==> src/rtl/npc_defs.sv <==
// Shared definitions for the fetch front end: FSM encoding, reset PC and fetch payload.
package npc_defs;

  localparam int unsigned XLEN = 32;

  localparam logic [XLEN-1:0] RESET_PC_DEF = 32'h8000_0000;
  localparam logic [XLEN-1:0] FAULT_INST   = 32'h0000_0000;

  typedef enum logic [1:0] {
    ST_IDLE = 2'd0,
    ST_REQ  = 2'd1,
    ST_WAIT = 2'd2,
    ST_HOLD = 2'd3
  } ifu_state_e;

  typedef struct packed {
    logic [XLEN-1:0] inst;
    logic [XLEN-1:0] pc;
    logic            fault;
  } fetch_pkt_t;

endpackage

==> src/rtl/ifu.sv <==
// Instruction fetch unit: single-outstanding fetch FSM with redirect handling and a held output word.
module ifu
  import npc_defs::*;
#(
  parameter logic [XLEN-1:0] RESET_PC = RESET_PC_DEF
) (
  input  logic            clk,
  input  logic            rst_n,
  input  logic            redirect_valid,
  input  logic [XLEN-1:0] redirect_pc,
  output logic            imem_req_valid,
  input  logic            imem_req_ready,
  output logic [XLEN-1:0] imem_req_addr,
  input  logic            imem_rsp_valid,
  input  logic [XLEN-1:0] imem_rsp_data,
  input  logic            imem_rsp_err,
  output logic            inst_valid,
  input  logic            inst_ready,
  output logic [XLEN-1:0] inst,
  output logic [XLEN-1:0] inst_pc,
  output logic            inst_fault
);

  ifu_state_e      state_q, state_d;
  logic [XLEN-1:0] pc_q, pc_d;
  logic            drop_q, drop_d;
  fetch_pkt_t      out_q, out_d;

  logic       redir_misaligned;
  fetch_pkt_t redir_fault_pkt;
  fetch_pkt_t pc_fault_pkt;
  fetch_pkt_t rsp_pkt;

  assign redir_misaligned = (redirect_pc[1:0] != 2'b00);
  assign redir_fault_pkt  = '{inst: FAULT_INST, pc: redirect_pc, fault: 1'b1};
  assign pc_fault_pkt     = '{inst: FAULT_INST, pc: pc_q, fault: 1'b1};
  assign rsp_pkt          = '{inst: imem_rsp_err ? FAULT_INST : imem_rsp_data,
                              pc: pc_q, fault: imem_rsp_err};

  // Next-state logic; a redirect outranks every other transition.
  always_comb begin
    state_d = state_q;
    pc_d    = pc_q;
    drop_d  = drop_q;
    out_d   = out_q;

    unique case (state_q)
      ST_IDLE: begin
        state_d = ST_REQ;
        if (redirect_valid) begin
          pc_d = redirect_pc;
          if (redir_misaligned) begin
            state_d = ST_HOLD;
            out_d   = redir_fault_pkt;
          end
        end
      end

      ST_REQ: begin
        if (redirect_valid) begin
          pc_d = redirect_pc;
          if (imem_req_ready) begin
            state_d = ST_WAIT;
            drop_d  = 1'b1;
          end else if (redir_misaligned) begin
            state_d = ST_HOLD;
            out_d   = redir_fault_pkt;
          end
        end else if (imem_req_ready) begin
          state_d = ST_WAIT;
        end
      end

      ST_WAIT: begin
        if (redirect_valid) begin
          pc_d = redirect_pc;
          if (imem_rsp_valid) begin
            drop_d = 1'b0;
            if (redir_misaligned) begin
              state_d = ST_HOLD;
              out_d   = redir_fault_pkt;
            end else begin
              state_d = ST_REQ;
            end
          end else begin
            drop_d = 1'b1;
          end
        end else if (imem_rsp_valid) begin
          if (drop_q) begin
            // A misaligned pc here means a misaligned redirect waited out the stale fetch.
            drop_d = 1'b0;
            if (pc_q[1:0] != 2'b00) begin
              state_d = ST_HOLD;
              out_d   = pc_fault_pkt;
            end else begin
              state_d = ST_REQ;
            end
          end else begin
            state_d = ST_HOLD;
            out_d   = rsp_pkt;
          end
        end
      end

      ST_HOLD: begin
        if (redirect_valid) begin
          pc_d = redirect_pc;
          if (redir_misaligned) begin
            out_d = redir_fault_pkt;
          end else begin
            state_d = ST_REQ;
          end
        end else if (inst_ready) begin
          pc_d    = pc_q + XLEN'(4);
          state_d = ST_REQ;
        end
      end

      default: state_d = ST_IDLE;
    endcase
  end

  always_ff @(posedge clk or negedge rst_n) begin
    if (!rst_n) begin
      state_q <= ST_IDLE;
      pc_q    <= RESET_PC;
      drop_q  <= 1'b0;
      out_q   <= '{inst: '0, pc: '0, fault: 1'b0};
    end else begin
      state_q <= state_d;
      pc_q    <= pc_d;
      drop_q  <= drop_d;
      out_q   <= out_d;
    end
  end

  assign imem_req_valid = (state_q == ST_REQ);
  assign inst_valid     = (state_q == ST_HOLD);
  assign imem_req_addr  = pc_q;
  assign inst           = out_q.inst;
  assign inst_pc        = out_q.pc;
  assign inst_fault     = out_q.fault;

endmodule

==> config.mk <==
export PLATFORM = sky130hd
export DESIGN_NAME = ifu
export DESIGN_NICKNAME = d
export VERILOG_FILES = /design/src/rtl/npc_defs.sv /design/src/rtl/ifu.sv
export SDC_FILE = /design/constraint.sdc
export NUM_CORES = 1
export LEC_CHECK = 0
export BUFFER_PORTS_ARGS = -buffer_cell sky130_fd_sc_hd__buf_4
export CELL_PAD_IN_SITES_DETAIL_PLACEMENT = 0
export CELL_PAD_IN_SITES_GLOBAL_PLACEMENT = 1
export CORE_MARGIN = 5
export CORE_UTILIZATION = 40
export DETAILED_ROUTE_END_ITERATION = 7
export PLACE_DENSITY = 0.95
export SLEW_MARGIN = 20
export SYNTH_ARGS = -nofsm -noshare
export SYNTH_HDL_FRONTEND = slang
export SYNTH_SLANG_ARGS = --single-unit
export TNS_END_PERCENT = 1
==> constraint.sdc <==
create_clock -name clk -period 3.9 [get_ports clk]
set_input_delay 0.195 -clock clk [delete_from_list [all_inputs] [get_ports clk]]
set_output_delay 0.195 -clock clk [all_outputs]
set_load 0.05 [all_outputs]
==> summary.txt, run 1 <==
Route
  – Routed Antenna Nets: 0
  – Final WL: 13.6 mm
  – Drt first pass iters: 4
  – Via Count: 4087
  – Via density: 5.38
  – Residual DRC count: 0
  – Drt wl/cell: 17.9 um
  – DR iter-0 viols: 295

Pwr
  – Clk network pwr share: 0.196
  – Switching pwr: 0.00220 W
  – Reg power frac: 0.313
  – IR drop worst, VDD: 0.000491 V
  – Combinational share of power: 0.491
  – Switching part of the total power: 0.461
  – Cell leakage power: 3.07 nW
  – Cell-internal power: 0.00257 W
  – Pwr Density: 750 nW/um2

Global routing
  – Remaining Overflow, GRT: 0
  – Vias in the first global route: 4171
  – First-pass GRT wire length: 21.5 mm
  – Antenna violations before repair: 0
  – Total GRT Usage: 0.187
  – Largest net degree at the start of global routing: 72

STA
  – RSZ-0062 raised after global routing: false
  – Final number of setup-violating endpoints: 0
  – TNS Setup: 0 ps
  – Slew Limit Fails: 0
  – Measured slew at the worst slew-check pin: 911 ps
  – Max Freq: 380 MHz
  – WHS: -18.9 ps
  – Clock skew: 5.33 ps
  – Crit share post-route: 0.675
  – Fin. Hold Viols: 40
  – Period minus WS final: 2630 ps
  – Rel. slew slack: 0.391

Outcome
  – Failing checks: hold timing
  – Status: finished with violations

Setup path
  – Crit Path Max Fanout: 33
  – CP Capture Type: flop
  – CP arrival: 2830 ps
  – WS Path Type: flop to flop
  – R2R Path End: inst_fault
  – Startpoint Class: flop
  – Setup crit end: inst_fault
  – Reg-to-reg startpoint: state_q[0]
  – CP peak stage delay: 810 ps
  – Critical Path Slowest Stage Cell: o21bai_4
  – Crit path from: state_q[0]
  – Data required, critical path: 4100 ps
  – Crit-path cells: inv_1 -> ha_1 -> nor2b_1 -> o21bai_4 -> buf_4 -> a21oi_1
  – Reg2Reg Depth: 6
  – R2r setup slk: 1270 ps

Logic synthesis
  – Post-synth EDFFs: 0
  – Synth cell count leaders: dfrtp_1 (99), nand2_1 (44), inv_1 (40)
  – Top cell type by total area after synthesis: dfrtp_1
  – Top cells by area, synth: dfrtp_1 (53%), a22o_1 (6.1%), o22ai_1 (4.0%), a21oi_1 (3.6%), nand2_1 (3.5%)
  – Ys async rst share: 1.00
  – Synthesized area: 4720 um2
  – Synth Warn #: 0
  – Top-count cell post-synth: dfrtp_1
  – Post-synth cell types: 53
  – Top-area cell type share of the netlist area: 0.525
  – Post-Syn Nets: 531
  – FF+latch count, synth: 100
  – Main flop type after synthesis: dfrtp_1
  – Post-Synthesis Cells: 455
  – Sequential area share after synthesis: 0.531
  – Mean Syn Cell Area: 10.4 um2

Clock tree
  – Inserted Clock Buffers: 9
  – Postcts setup bufs: 0
  – Resize count post-CTS: 0
  – CTS Buffer Depth: 2
  – Worst skew pair latency: 340 ps
  – CTS tree: built
  – CTS Hold Bufs: 0
  – Root Driver: clkbuf_16
  – Clock-pin slew on the worst setup and hold paths: 70 ps
  – H-tree depth: 3
  – Clock sink count: 100

Flow run
  – Max_cap viols: 0

Layout
  – Fin area: 6370 um2
  – Util after Layout: 0.555
  – Final net count: 688
  – Antenna cells: 0
  – Area growth, synth to finish: 35.0%
  – Layout cells sized above 1: 0.336

Hold path
  – Worst hold path type: input port to async pin

Placement
  – Post-DP HPWL: 9.65 mm
  – IO buf count: 169
  – Placer Congestion: 0.857
  – Placed cell area: 6050 um2

Floorplanning
  – Die footprint: 14100 um2
  – Starting density of the core: 0.411
  – Site Rows: 39
  – Die H: 119 um
  – Core area: 11500 um2
  – Chip width: 119 um
  – I/O pin count: 170
[sequential cells by signal, summed over array words and instances, names as in the netlist]
register and cells:
inst_pc 32, inst_fault 1, inst 32, imem_req_addr 32
state_q 2, drop_q 1
[cells in the final DEF, fill, tap and decap left out, drive strengths merged, types with 3 or more instances in the layout]
cell,netlist,routed
buf,16,174
and4,4,4
nor2,7,7
o2bb2ai,3,3
a22o,33,33
and2,3,3
clkbuf,12,9
mux2,3,3
mux2i,5,5
o21ai,32,32
dfrtp,99,99
nand4,8,8
nand2,44,44
xor2,8,8
nand3,7,7
clkinv,0,4
ha,5,5
or2,3,3
nor2b,3,3
o22ai,30,30
inv,40,40
xnor2,18,18
nor4,4,4
a21oi,35,35
nor3,13,13
[worst min-delay path by stage]
| stage | from | to | slack, ps |
|---|---|---|---|
| final | rst_n | inst[5] | -20 |
| after global routing | imem_rsp_data[2] | inst[2] | 60 |
| after CTS | rst_n | inst[5] | 10 |
| after detailed placement | rst_n | inst[31] | 380 |
| after global placement | rst_n | inst[2] | 360 |
| after floorplan | rst_n | drop_q | -100 |
[final cells by class]
type | count | area, um2
clock buffers | 9 | 225
clock inverters | 6 | 80.1
fillers | 1015 | 5100
inverters | 40 | 150
multi-input cells | 287 | 1920
flip-flops and latches | 100 | 2500
well taps | 143 | 179
repair buffers | 174 | 1310
[stage by stage]
step / power (W) / hold slack, ps / instances / worst slack, ps
floorplan: 0.00316 / -101 / 455 / 1720
global placement: 0.00380 / 360 / 743 / 1300
detailed placement: 0.00386 / 379 / 743 / 1050
CTS: 0.00480 / 11.5 / 758 / 1040
global route: 0.00502 / 63.3 / 759 / 1120
finish: 0.00478 / -18.9 / 759 / 1270
[per-layer routing]
metal,up-vias,global-route usage,share of wire
met4,0,0.0879,0.030
met3,29,0.0330,0.052
met2,119,0.308,0.50
met5,-,0,0
met1,2007,0.240,0.42
li1,1932,-,-
[worst max-delay path, delay by kind of cell, from the launching register on]
kind | cells | cell delay (ps)
adder cells (fa/ha/maj) | 1 | 300
flip-flops | 1 | 400
AO/OA/AOI/OAI | 2 | 940
AND/OR/NAND/NOR | 1 | 270
buffers and inverters | 2 | 560
[logic make-up (layout without fill, tap and decap cells)]
kind of cell	count (synthesis)	count (layout)	synth area share
XOR/XNOR	26	26	0.0483
adder cells (fa/ha/maj)	5	5	0.0133
AND/OR/NAND/NOR	104	104	0.122
flip-flops	100	100	0.531
AO/OA/AOI/OAI	144	144	0.202
multiplexers	8	8	0.0178
buffers and inverters	68	229	0.0658
[power by group through the flow]
stage          clock network (W)  registers [W]  logic (W)
3_3_place_gp                   0        0.00150    0.00230
3_5_place_dp                   0        0.00151    0.00235
6_report                0.000938        0.00149    0.00234
4_1_cts                 0.000952        0.00150    0.00235
2_1_floorplan                  0        0.00231   0.000849
5_1_grt                  0.00100        0.00153    0.00249
Power figures use the tool's default switching activity.
==> run 2: changes to the inputs <==
--- a/config.mk
+++ b/config.mk
@@ -9,9 +9,9 @@
 export CELL_PAD_IN_SITES_DETAIL_PLACEMENT = 0
 export CELL_PAD_IN_SITES_GLOBAL_PLACEMENT = 1
 export CORE_MARGIN = 5
-export CORE_UTILIZATION = 40
+export CORE_UTILIZATION = 37
 export DETAILED_ROUTE_END_ITERATION = 7
-export PLACE_DENSITY = 0.95
+export PLACE_DENSITY = 0.9
 export SLEW_MARGIN = 20
 export SYNTH_ARGS = -nofsm -noshare
 export SYNTH_HDL_FRONTEND = slang
==> constraint.sdc (replaced) <==
create_clock -name clk -period 2.7 [get_ports clk]
set_input_delay 0.135 -clock clk [delete_from_list [all_inputs] [get_ports clk]]
set_output_delay 0.135 -clock clk [all_outputs]
set_load 0.05 [all_outputs]
==> run 2 against run 1 <==
The flow now finishes without violations. Clock-buffer cell count is 3 higher. Worst hold slack gained 23 ps. Combinational power is 47% higher. Worst setup slack got worse by 900 ps. Register-to-register slack worse by 900 ps. Cell count up 9.0%. Clock skew is essentially flat. Via count up 1.6%. Critical endpoint is now inst[2].
==> summary.txt, run 2 (same netlist as run 1, synthesis figures left out) <==
Layout
  – Fillers: 1131
  – Area of the multi-input gates: 1920 um2
  – Fin area: 6830 um2
  – Most frequent cells in the layout: buf_4 (177), dfrtp_1 (99), nand2_1 (44)
  – Area growth, synth to finish: 44.7%
  – Most common cell after layout, fill and taps aside: buf_4
  – Antenna cells: 0
  – Layout cells sized above 1: 0.322
  – Flip-flop and latch area: 2500 um2
  – Final net count: 726

Route
  – Final WL: 14.1 mm
  – DR iter-0 viols: 245
  – Via Count: 4151
  – Drt first pass iters: 4
  – Routed Antenna Nets: 0
  – Residual DRC count: 0
  – Via density: 5.02
  – Drt wl/cell: 17.0 um

STA
  – Rel. slew slack: 0.538
  – Fin. Hold Viols: 0
  – Max Freq: 429 MHz
  – TNS Setup: 0 ps
  – Period minus WS final: 2330 ps
  – Slew Limit Fails: 0
  – Measured slew at the worst slew-check pin: 693 ps
  – Clock skew: 5.69 ps
  – RSZ-0062 raised after global routing: false
  – Crit share post-route: 0.864
  – Final number of setup-violating endpoints: 0

Setup path
  – CP Capture Type: flop
  – CP peak stage delay: 420 ps
  – Reg2Reg Depth: 8
  – Crit-path leading delay family: compound AO/OA/AOI/OAI gates
  – Startpoint Class: flop
  – Crit path from: state_q[0]
  – Data required, critical path: 2980 ps
  – Crit path buffers/inverters: 2
  – R2r setup slk: 370 ps
  – Crit-path cells: inv_1 -> ha_1 -> nor2b_1 -> a21oi_4 -> o21ai_2 -> o21bai_4 -> buf_4 -> a22o_1
  – CP arrival: 2620 ps
  – WS Path Type: flop to flop
  – WP depth: 8
  – R2R Path End: inst[2]
  – Critical Path Slowest Stage Cell: buf_4
  – Reg-to-reg startpoint: state_q[0]
  – Crit Path Max Fanout: 32

Floorplanning
  – Core area: 12600 um2
  – Die H: 123 um
  – Starting density of the core: 0.375
  – Die footprint: 15100 um2
  – Site Rows: 41
  – I/O pin count: 170
  – Chip width: 123 um

Flow run
  – Max_cap viols: 0

Outcome
  – Status: finished clean

Global routing
  – Vias in the first global route: 4190
  – Total GRT Usage: 0.186
  – Remaining Overflow, GRT: 0
  – Antenna violations before repair: 0
  – First-pass GRT wire length: 21.9 mm
  – Largest net degree at the start of global routing: 65

Pwr
  – Switching pwr: 0.00318 W
  – Reg power frac: 0.303
  – Cell-internal power: 0.00394 W
  – Switching part of the total power: 0.447
  – Combinational share of power: 0.483
  – Pwr Density: 1040 nW/um2
  – Cell leakage power: 3.25 nW
  – IR drop worst, VDD: 0.000613 V
  – Clk network pwr share: 0.213

Placement
  – Placed cell area: 6130 um2
  – IO buf count: 169
  – Placer Congestion: 0.840
  – Post-DP HPWL: 10.1 mm

Clock tree
  – CTS tree: built
  – Worst skew pair latency: 350 ps
  – Root Driver: clkbuf_16
  – Clock sink count: 100
  – CTS Buffer Depth: 2
  – Inserted Clock Buffers: 9
  – H-tree depth: 3
  – Resize count post-CTS: 0
  – Clock-pin slew on the worst setup and hold paths: 70 ps

Hold path
  – HP Start: imem_rsp_data[23]
  – End of the worst hold path: inst[23]
  – Worst hold path type: input port to flop
  – Min-Delay Path Depth: 2
[run 2: cell types whose count changed in the layout (fill, tap and decap cells not counted)]
cell,before,now
buf_8,1,0
buf_4,173,177
dlygate4sd3_1,0,34
bufinv_16,2,3
clkbuf_8,0,2
clkinv_2,4,1
buf_12,0,1
clkbuf_1,0,1
[run 2: what timing repair did]
action	4_1_cts	5_1_grt
hold buffers	34	0
setup endpoints to repair	0	0
endpoints found under the hold margin	86	0
buffers inserted	0	0
[run 2: worst reg2reg max path, cell delays in order (launching register included)]
cell      delay, ps
dfrtp_1         410
inv_1           100
ha_1            310
nor2b_1         330
a21oi_4          70
o21ai_2         110
o21bai_4        290
buf_4           420
a22o_1          220
[run 2: layout make-up]
| class | count | share of cell area |
|---|---|---|
| clock buffers | 12 | 0.0376 |
| clock inverters | 4 | 0.0139 |
| inverters | 40 | 0.0220 |
| multi-input cells | 287 | 0.281 |
| flip-flops and latches | 100 | 0.367 |
| well taps | 172 | 0.0315 |
| repair buffers | 212 | 0.247 |
[run 2: metrics by stage]
step / util / worst slack, ps / std cells / power [W] / hold slack, ps
after floorplan: - / 521 / 455 / 0.00457 / -161
after detailed placement: 0.488 / 402 / 777 / 0.00560 / 233
after global routing: 0.543 / 198 / 827 / 0.00749 / 4.02
after CTS: 0.543 / 386 / 827 / 0.00717 / 0.431
after global placement: 0.488 / 538 / 777 / 0.00553 / 220
final: 0.543 / 368 / 827 / 0.00711 / 3.71
[run 2: worst max path at each step]
stage	endpoint	slack, ps
floorplan	imem_req_addr[30]	520
detailed placement	inst[2]	400
CTS	inst[6]	390
finish	inst[2]	370
global route	imem_req_addr[26]	200
global placement	inst[0]	540
[run 2: power groups by stage]
stage	clock [W]	sequential (W)	combinational, W
3_5_place_dp	0	0.00218	0.00341
4_1_cts	0.00155	0.00216	0.00346
5_1_grt	0.00161	0.00221	0.00367
2_1_floorplan	0	0.00334	0.00123
6_report	0.00152	0.00216	0.00344
3_3_place_gp	0	0.00217	0.00336
[run 2: metal layers]
metal  GRT usage  wire [um]  vias up  part of all wire
met5           0          0        -                 0
met4      0.0770        322        0             0.023
met3      0.0366        744       19             0.053
met2       0.306       7170       99              0.51
met1       0.241       5860     2030              0.42
li1            -          -     2003                 -
==> run 3: changes to the inputs <==
--- a/config.mk
+++ b/config.mk
@@ -8,11 +8,10 @@
 export BUFFER_PORTS_ARGS = -buffer_cell sky130_fd_sc_hd__buf_4
 export CELL_PAD_IN_SITES_DETAIL_PLACEMENT = 0
 export CELL_PAD_IN_SITES_GLOBAL_PLACEMENT = 1
-export CORE_MARGIN = 5
+export CORE_MARGIN = 2
 export CORE_UTILIZATION = 37
 export DETAILED_ROUTE_END_ITERATION = 7
 export PLACE_DENSITY = 0.9
-export SLEW_MARGIN = 20
 export SYNTH_ARGS = -nofsm -noshare
 export SYNTH_HDL_FRONTEND = slang
 export SYNTH_SLANG_ARGS = --single-unit
==> constraint.sdc (replaced) <==
create_clock -name clk -period 2.5 [get_ports clk]
set_input_delay 0.125 -clock clk [delete_from_list [all_inputs] [get_ports clk]]
set_output_delay 0.125 -clock clk [all_outputs]
set_load 0.05 [all_outputs]
==> run 3 against run 2 <==
Wire length is 2.4% lower. Combinational power up 10%. Die area is 9.5% lower. Via count grew 3.8%. Sequential share of layout area decreased by 0.52 points. Core utilization up 1.0 points. Total power increased by 7.8%. Highest routed layer unchanged.
==> summary.txt, run 3 (same netlist as run 1, synthesis figures left out) <==
Clock tree
  – Clock sink count: 100
  – Clock-pin slew on the worst setup and hold paths: 70 ps
  – CTS Buffer Depth: 2
  – CTS tree: built
  – Root Driver: clkbuf_16
  – Inserted Clock Buffers: 9
  – Worst skew pair latency: 350 ps
  – H-tree depth: 3

Floorplanning
  – Starting density of the core: 0.377
  – Chip width: 117 um
  – Die H: 117 um
  – Core area: 12500 um2
  – I/O pin count: 170
  – Die footprint: 13700 um2
  – Site Rows: 41

Placement
  – Placed cell area: 6170 um2
  – Post-DP HPWL: 9.58 mm
  – Placer Congestion: 0.821
  – Placed Cells: 779
  – IO buf count: 169

Global routing
  – GRT Max-Usage Layer: met2
  – Largest net degree at the start of global routing: 67
  – Remaining Overflow, GRT: 0
  – M1 GR Usage: 0.278
  – M3 GR Usage: 0.0381
  – First-pass GRT wire length: 21.5 mm
  – Vias in the first global route: 4224
  – Met2 Use GR: 0.317
  – Total GRT Usage: 0.203
  – Antenna violations before repair: 0

STA
  – Fin. Hold Viols: 0
  – Rel. slew slack: 0.580
  – TNS Setup: 0 ps
  – Max Freq: 439 MHz
  – Crit share post-route: 0.911
  – RSZ-0062 raised after global routing: false
  – Period minus WS final: 2280 ps
  – Final number of setup-violating endpoints: 0
  – Clock skew: 7.70 ps
  – Measured slew at the worst slew-check pin: 631 ps
  – Slew Limit Fails: 0

Route
  – Residual DRC count: 0
  – Via density: 5.14
  – Drt wl/cell: 16.4 um
  – DR iter-0 viols: 279
  – Via Count: 4308
  – Final WL: 13.8 mm
  – Drt first pass iters: 4
  – Routed Antenna Nets: 0

Pwr
  – Switching part of the total power: 0.453
  – Pwr Density: 1110 nW/um2
  – Switching pwr: 0.00347 W
  – Combinational share of power: 0.495
  – Reg power frac: 0.306
  – Cell leakage power: 3.29 nW
  – Clk network pwr share: 0.199
  – IR drop worst, VDD: 0.000696 V
  – Cell-internal power: 0.00419 W

Layout
  – Fillers: 1141
  – Area growth, synth to finish: 46.8%
  – Most frequent cells in the layout: buf_4 (177), dfrtp_1 (99), nand2_1 (44)
  – Final Non-Filler Cells: 838
  – Fin area: 6920 um2
  – Layout cells sized above 1: 0.320
  – Most common cell after layout, fill and taps aside: buf_4
  – Final net count: 736

Setup path
  – Data required, critical path: 2700 ps
  – CP arrival: 2480 ps
  – Crit Path Max Fanout: 10
  – Critical Path Slowest Stage Cell: nor4_1
  – WS Path Type: flop to flop
  – CP peak stage delay: 430 ps
  – CP Capture Type: flop
  – Crit-path cells: ha_1 -> and4_1 -> nand4_2 -> nor4_1 -> xnor2_1 -> o21ai_1
  – Startpoint Class: flop
  – R2r setup slk: 220 ps

Outcome
  – Status: finished clean

Flow run
  – Max_cap viols: 0

Hold path
  – Worst hold path type: input port to flop
==> run 3: timing repair <==
action,in CTS,in global routing
resized for setup,0,0
buffers inserted,0,0
hold buffers,41,1
hold endpoints to repair,85,1
==> run 3: worst paths after layout <==
path / start / to / cells after the start
setup reg to reg: state_q[0] / imem_req_addr[29] / 6
min in group asynchronous: rst_n / inst[1] / 2
hold / removal: redirect_pc[8] / imem_req_addr[8] / 3
setup / recovery: state_q[0] / imem_req_addr[29] / 6
max in group asynchronous: rst_n / inst[6] / 3
hold reg to reg: inst[11] / inst[11] / 1
==> run 3: metal layers <==
layer	share of wire	vias up
met1	0.44	2138
li1	-	2026
met3	0.043	31
met2	0.49	113
met5	0	-
met4	0.029	0
==> run 3: area by class of cell <==
cell class              instances  area (um2)  share of cell area
flip-flops and latches        100        2500               0.362
multi-input cells             287        1920               0.277
repair buffers                222        1810               0.261
clock buffers                  11         243              0.0351
well taps                     172         215              0.0311
inverters                      40         150              0.0217
clock inverters                 5        85.1              0.0123
diodes                          1        2.50            0.000361
==> run 3: critical path, delay by kind of cell (launching register included) <==
kind,cells,cell delay (ps)
compound gates,1,70
fa+ha+maj,1,410
xor+xnor,1,170
flops,1,400
simple gates,3,1090
==> run 3: stage by stage <==
stage | total power [W] | hold WS [ps] | worst slack (ps) | utilization
finish | 0.00767 | 0.757 | 222 | 0.553
global route | 0.00807 | 2.83 | 48.8 | 0.553
CTS | 0.00771 | 0.160 | 201 | 0.552
detailed placement | 0.00612 | 183 | 218 | 0.493
global placement | 0.00604 | 178 | 298 | 0.493
floorplan | 0.00493 | -171 | 321 | -
==> run 3: power by group through the flow <==
stage	clock, W	combinational (W)	sequential, W
2_1_floorplan	0	0.00132	0.00361
3_3_place_gp	0	0.00369	0.00235
3_5_place_dp	0	0.00376	0.00236
4_1_cts	0.00155	0.00381	0.00234
5_1_grt	0.00163	0.00404	0.00240
6_report	0.00153	0.00380	0.00234
